$ cat config.mk
export PLATFORM = sky130hd
export DESIGN_NAME = dm_arbiter
export DESIGN_NICKNAME = d
export VERILOG_FILES = /design/src/rtl/dm_arbiter.sv
export SDC_FILE = /design/constraint.sdc
export NUM_CORES = 1
export LEC_CHECK = 0
export CAP_MARGIN = 30
export CORE_AREA = 3 3 104 106
export DETAILED_ROUTE_END_ITERATION = 10
export DIE_AREA = 0 0 107 109
export GPL_TIMING_DRIVEN = 0
export PLACE_DENSITY = 0.85
export SLEW_MARGIN = 10
export SYNTH_ARGS = -nofsm -noshare
export SYNTH_HDL_FRONTEND = slang
export SYNTH_SLANG_ARGS = --single-unit
$ cat constraint.sdc
create_clock -name cpu_clk -period 4.7 [get_ports cpu_clk]
set_input_delay 0.94 -clock cpu_clk [delete_from_list [all_inputs] [get_ports cpu_clk]]
set_output_delay 0.94 -clock cpu_clk [all_outputs]
set_load 0.005 [all_outputs]
$ cat src/rtl/dm_arbiter.sv
// Data Memory arbiter between the CPU execution unit and the HMI host port.
// CPU has fixed priority; a saturating wait counter forces an HMI grant after MAX_WAIT cycles.
module dm_arbiter #(
    parameter int DM_ADDR_W = 8,
    parameter int MAX_WAIT  = 4,
    parameter int WAIT_W    = 4
) (
    input  logic                 cpu_clk,
    input  logic                 cpu_resetn,

    input  logic                 cpu_req,
    input  logic                 cpu_wr,
    input  logic [DM_ADDR_W-1:0] cpu_addr,
    input  logic [1:0]           cpu_type,
    input  logic [31:0]          cpu_wdata,
    output logic                 cpu_stall,
    output logic                 cpu_rvalid,
    output logic [31:0]          cpu_rdata,

    input  logic                 hmi_req,
    input  logic                 hmi_wr,
    input  logic [DM_ADDR_W-1:0] hmi_addr,
    input  logic [1:0]           hmi_type,
    input  logic [31:0]          hmi_wdata,
    output logic                 hmi_gnt,
    output logic                 hmi_rvalid,
    output logic [31:0]          hmi_rdata,

    output logic                 dm_en,
    output logic                 dm_wr,
    output logic [DM_ADDR_W-1:0] dm_addr,
    output logic [1:0]           dm_type,
    output logic [31:0]          dm_wdata,
    input  logic [31:0]          dm_rdata,
    output logic                 dm_owner
);

    // state  | meaning
    // IDLE   | address phase: arbitrate and issue at most one access
    // CPU_RD | CPU read data phase, addr/type held for the DM output mux
    // HMI_RD | HMI read data phase, addr/type held for the DM output mux
    typedef enum logic [1:0] {IDLE, CPU_RD, HMI_RD} state_t;

    state_t               state;
    state_t               state_nxt;
    logic [WAIT_W-1:0]    wait_cnt;
    logic [DM_ADDR_W-1:0] addr_q;
    logic [1:0]           type_q;
    logic                 hmi_win;
    logic                 cpu_win;

    always_comb begin
        state_nxt = state;
        hmi_win   = 1'b0;
        cpu_win   = 1'b0;
        dm_en     = 1'b0;
        dm_wr     = 1'b0;
        dm_addr   = addr_q;
        dm_type   = type_q;
        dm_wdata  = '0;
        hmi_gnt   = 1'b0;

        unique case (state)
            IDLE: begin
                if (hmi_req && (wait_cnt >= WAIT_W'(MAX_WAIT))) begin
                    hmi_win = 1'b1;
                end else if (cpu_req) begin
                    cpu_win = 1'b1;
                end else if (hmi_req) begin
                    hmi_win = 1'b1;
                end

                if (hmi_win) begin
                    dm_en    = 1'b1;
                    dm_wr    = hmi_wr;
                    dm_addr  = hmi_addr;
                    dm_type  = hmi_type;
                    dm_wdata = hmi_wdata;
                    hmi_gnt  = 1'b1;
                    if (!hmi_wr) state_nxt = HMI_RD;
                end else if (cpu_win) begin
                    dm_en    = 1'b1;
                    dm_wr    = cpu_wr;
                    dm_addr  = cpu_addr;
                    dm_type  = cpu_type;
                    dm_wdata = cpu_wdata;
                    if (!cpu_wr) state_nxt = CPU_RD;
                end
            end
            CPU_RD:  state_nxt = IDLE;
            HMI_RD:  state_nxt = IDLE;
            default: state_nxt = IDLE;
        endcase

        cpu_stall = cpu_req & ~cpu_win;

        // Keep the DM port and the CPU handshake quiet while reset is held.
        if (!cpu_resetn) begin
            hmi_win   = 1'b0;
            cpu_win   = 1'b0;
            dm_en     = 1'b0;
            dm_wr     = 1'b0;
            dm_addr   = '0;
            dm_type   = '0;
            dm_wdata  = '0;
            hmi_gnt   = 1'b0;
            cpu_stall = 1'b0;
        end
    end

    always_ff @(posedge cpu_clk or negedge cpu_resetn) begin
        if (!cpu_resetn) begin
            state      <= IDLE;
            wait_cnt   <= '0;
            addr_q     <= '0;
            type_q     <= '0;
            dm_owner   <= 1'b0;
            cpu_rvalid <= 1'b0;
            hmi_rvalid <= 1'b0;
            cpu_rdata  <= '0;
            hmi_rdata  <= '0;
        end else begin
            state      <= state_nxt;
            cpu_rvalid <= (state == CPU_RD);
            hmi_rvalid <= (state == HMI_RD);

            if (state == CPU_RD) cpu_rdata <= dm_rdata;
            if (state == HMI_RD) hmi_rdata <= dm_rdata;

            if (dm_en) begin
                addr_q   <= dm_addr;
                type_q   <= dm_type;
                dm_owner <= hmi_win;
            end

            if (hmi_req && !hmi_gnt) begin
                if (wait_cnt < WAIT_W'(MAX_WAIT)) wait_cnt <= wait_cnt + WAIT_W'(1);
            end else begin
                wait_cnt <= '0;
            end
        end
    end

endmodule

# Word-level counts from Yosys, hierarchy flattened
# Index checks and enable logic that the tools add are counted.
# totals
inputBits	122
out_inout_bits	113
ff_bits	83
elab_cells	66
# classes
n_mux	41
n_addsub	1
reduce_logical	5
n_eq_ne	6
bitwise_logic	2
magnitude_cmp	2
# ops
op	count
$mux W32	4
$mux W8	4
$mux W1	22
$mux W2	9
$ne A3 B3 Y1 const B	3
$mux W4	2
$add A4 B1 Y4 const B	1
$ge A4 B3 Y1 const B	1
$lt A4 B3 Y1 const B	1
$reduce_and A3 Y1	1
$eq A2 B1 Y1 const B	1
$eq A2 B2 Y1 const B	1
$logic_and A1 B1 Y1	2
$logic_not A2 Y1	1
$ne A2 B1 Y1 const B	1
$and A1 B1 Y1	1
$logic_not A1 Y1	1
$not A1 Y1	1

# Longest topological paths before layout
# logic_depth
ltp_word	10
ltp_mapped	6
depth_no_buf	4

# Least setup slack after synthesis
# Ideal clock, no wire load.
# synth_timing
path_kind	input-to-output
startpoint	input port cpu_req
endpoint	output port dm_addr[5]
t_required_ns	3.760
stages	5
path_buffers	2
t_arrival_ns	1.965
setup_slack_ns	1.795
cell_sequence	or3b_1 > buf_6 > buf_6 > a32oi_1 > o221a_1
# synth_via
elab_chain_len	7
elab_cells_between_ends	10
cone_classes	10 x mux
# synth_lines
element	line	text
start, declared	11	input logic cpu_req,
$mux W1	67	end else if (cpu_req) begin
$mux W1	65	if (hmi_req && (wait_cnt >= WAIT_W'(MAX_WAIT))) begin
$mux W1	63	unique case (state)
$mux W8	81	end else if (cpu_win) begin
$mux W8 (*)	73	if (hmi_win) begin
$mux W8 (*)	63	
$mux W8 (*)	98	if (!cpu_resetn) begin
end, declared	31	output logic [DM_ADDR_W-1:0] dm_addr,
# Every way passes the cells marked *; elsewhere a longest branch is shown, timed or not. The select of a mux whose other input is x is not followed.

# Worst setup path in the final report
# layout_timing
startpoint	input port cpu_req
endpoint	output port dm_wdata[30]
# layout_via
elab_chain_len	7
elab_cells_between_ends	10
cone_classes	10 x mux
# layout_lines
element	line	text
$mux W1	67	
$mux W1	65	
$mux W1	63	
$mux W32	81	
$mux W32 (*)	73	
$mux W32 (*)	63	
$mux W32 (*)	98	
end, declared	33	output logic [31:0] dm_wdata,
# Marked as above.

==> summary.md <==
| Metric | Value |
|---|---|
| Start point of the critical path | `cpu_req` |
| Tmin final | `4.24 ns` |
| Finished Cell Area | `6830 um2` |
| Inserted Clock Buffers | `9` |
| Net count reported at finish | `around 740` |
| GPL Wtd Cong | `approximately 0.9` |
| Clock power frac | `0.233` |
| DRC | `0` |
| Worst Path Arrival | `3.30 ns` |
| Via count of the first global-routing pass | `approximately 4200` |
| Max Freq | `around 240 MHz` |
| Post-Layout Cell Count | `750` |
| Initial antenna violation count | `0` |
| FP Rows | `36` |
| Clock sink count | `a little over 80` |
| Library cells used by synthesis | `31` |
| Synthesis warning total | `0` |
| Worst Setup Path Type | `input port to output pin` |
| Worst Tran Pin Value | `0.631 ns` |
| Setup crit end kind | `output pin` |
| Via/cell ratio | `~5.3` |
| GRT Util Overall | `0.245` |
| Power Density | `approximately 360 nW/um2` |
| First DRT Iteration DRCs | `roughly 170` |
| Clock slew at reported path FFs | `about 0.090 ns` |
| Post-synthesis register bit count | `83` |
| Max clock buf depth | `2` |
| Root buf cell | `clkbuf_8` |
| Dpl cells | `734` |
| Diode count | `0` |
| P_int | `1800 uW` |
| Setup violators final | `0` |
| Fin. Hold Viols | `0` |
| Slew headroom | `0.577` |
| Syn Inst Count | `between 300 and 400` |
| Final ANT Viol Nets | `0` |
| Commonest non-fill, non-tap cell in the layout | `clkdlybuf4s50_1` |
| DRT Pass-1 Iters | `4` |
| Buffers added on ports | `approximately 230` |
| Post-Route WL | `14.2 mm` |
| Fillers | `712` |
| Worst Path Max Fanout | `10` |
| Ratio of cells with drive above 1 in the final layout | `0.188` |
| Crit share post-route | `0.902` |
| Synth-to-Final Area Change | `67.3%` |
| Pleak | `around 0.0027 uW` |
| DIE HEIGHT | `between 100 and 150 um` |
| Outcome | `complete, no violations` |
| First-pass GRT wire length | `~22 mm` |
| Worst hold-check path type | `input port to async pin` |
| Clk_lat worst skew | `around 0.36 ns` |
| TNS Setup | `0 ns` |
| Final Power | `2470 uW` |
| Post-CTS setup buffer count | `0` |
| Comb pwr share | `0.360` |
| TritonCTS clock tree | `built` |
| DR WL/cell | `about 19 um` |
| Switching power | `about 670 uW` |
| Worst EP required | `around 3.8 ns` |
| Number of vias in the routed layout | `roughly 4000` |
| Mapped cell area | `~4100 um2` |
| Largest net degree at the start of global routing | `70` |
| Post_cts resized | `0` |
| Total global routing overflow | `0` |
| Die ar. | `11700 um2` |
| Unrepaired setup endpoints after global routing | `false` |
| Max Cap Viol | `0` |
| Final Slew Violations | `0` |
| Switch share | `0.271` |
| CTS H-tree depth | `3` |
| Critical Path Start Type | `input port` |
| Worst clock skew | `0.0142 ns` |
| VDD IR-drop max | `between 0.2 and 0.25 mV` |
| Detailed Place HPWL | `around 11 mm` |
| Most frequent cells in the layout | `clkdlybuf4s50_1, dfrtp_1, mux2_2` |
| Post-synthesis sequential area ratio | `0.509` |
| Mean Syn Cell Area | `about 11 um2` |
| Die width | `107 um` |
| Synthesized Nets | `490` |
| Core area | `around 9900 um2` |
| Placed cell area | `between 6000 and 7000 um2` |
| R2r startpoint | `wait_cnt[2]` |
| Initial Utilization | `0.414` |
| I/O Pins | `between 200 and 250` |
| Flop pwr share | `0.406` |
| CTS Hold Buffers Added | `0` |
worst max-delay path, cell delays in order:
cell and delay, ns:
clkdlybuf4s50_1 0.50, clkbuf_1 0.32, buf_2 0.30, buf_1 0.36, nand3_1 0.12, a21oi_1 0.18
clkdlybuf4s50_1 0.58
cells by family after synthesis:
kind of cell	synth area share
AO/OA/AOI/OAI	0.108
AND/OR/NAND/NOR	0.121
XOR/XNOR	0.00215
buffers and inverters	0.0524
multiplexers	0.204
adder cells (fa/ha/maj)	0.00307
flip-flops	0.509
routing by layer:
metal / track usage / vias to the layer above / wire (um)
li1: - / 1823 / -
met1: 0.262 / 1929 / 5250
met2: 0.449 / 223 / 7330
met3: 0.0787 / 22 / 1300
met4: 0.0959 / 0 / 343
met5: 0 / - / 0
Yosys cell counts (all sizes together):
library cell  instances  area (um2)
dfrtp                83        2080
nor4                  1        6.26
nand3                66         330
xor2                  1        8.76
or2                   1        6.26
a32oi                10        87.6
ha                    1        12.5
mux2                 74         833
o211a                 1        10.0
a2111oi               1        15.0
o21ai                 5        25.0
a21oi                35         175
clkbuf               21        78.8
and3                  1        6.26
nand2                 3        11.3
nor2                  7        28.8
nor3b                 1        7.51
o221a                10         113
inv                  12        45.0
or3b                  2        17.5
nor2b                12        75.1
nand2b                1        6.26
a21boi                1        7.51
buf                  16        90.1
o21a                  1        7.51
sequential cells by signal (all words and copies together) (netlist names):
| signal | cells |
|---|---|
| addr_q | 8 |
| dm_owner | 1 |
| cpu_rdata | 32 |
| state | 2 |
| hmi_rvalid | 1 |
| wait_cnt | 4 |
| cpu_rvalid | 1 |
| hmi_rdata | 32 |
| type_q | 2 |
metrics by stage:
stage / hold WS, ns / setup slack (ns) / util
6_report: 0.461 / 0.460 / 0.692
5_1_grt: 0.451 / 0.306 / 0.692
4_1_cts: 0.445 / 0.439 / 0.692
3_5_place_dp: 0.495 / 0.457 / 0.670
3_3_place_gp: 0.486 / -1.99 / 0.667
2_1_floorplan: 0.481 / 1.79 / -
cell type report:
type | instances | area (um2) | area share
Buffer | 37 | 169 | 0.0247
Clock buffer | 9 | 124 | 0.0181
Clock inverter | 7 | 98.8 | 0.0145
Inverter | 12 | 45.0 | 0.00660
Multi-Input combinational cell | 235 | 1790 | 0.262
Sequential cell | 83 | 2080 | 0.304
Tap cell | 133 | 166 | 0.0244
Timing Repair Buffer | 234 | 2360 | 0.345
path summary, 6_finish.rpt:
| check | to | slack [ns] | depth (start not counted) |
|---|---|---|---|
| max in group asynchronous | wait_cnt[0] | 3.62 | 2 |
| worst min register to register | hmi_rdata[2] | 0.51 | 1 |
| worst max-delay path | dm_wdata[30] | 0.46 | 7 |
| min in group cpu_clk | hmi_rdata[2] | 0.51 | 1 |
| worst min-delay path | hmi_rdata[13] | 0.46 | 1 |
| worst max register to register | addr_q[3] | 2.81 | 4 |
power by group through the flow:
stage               registers [uW]  logic, uW  clock network (uW)
global placement               999        870                   0
detailed placement            1020        892                   0
floorplan                     1010        291                   0
finish                        1000        890                 576
CTS                           1000        899                 586
global route                  1030        953                 621
No activity file was read; power rests on OpenSTA's default activity.
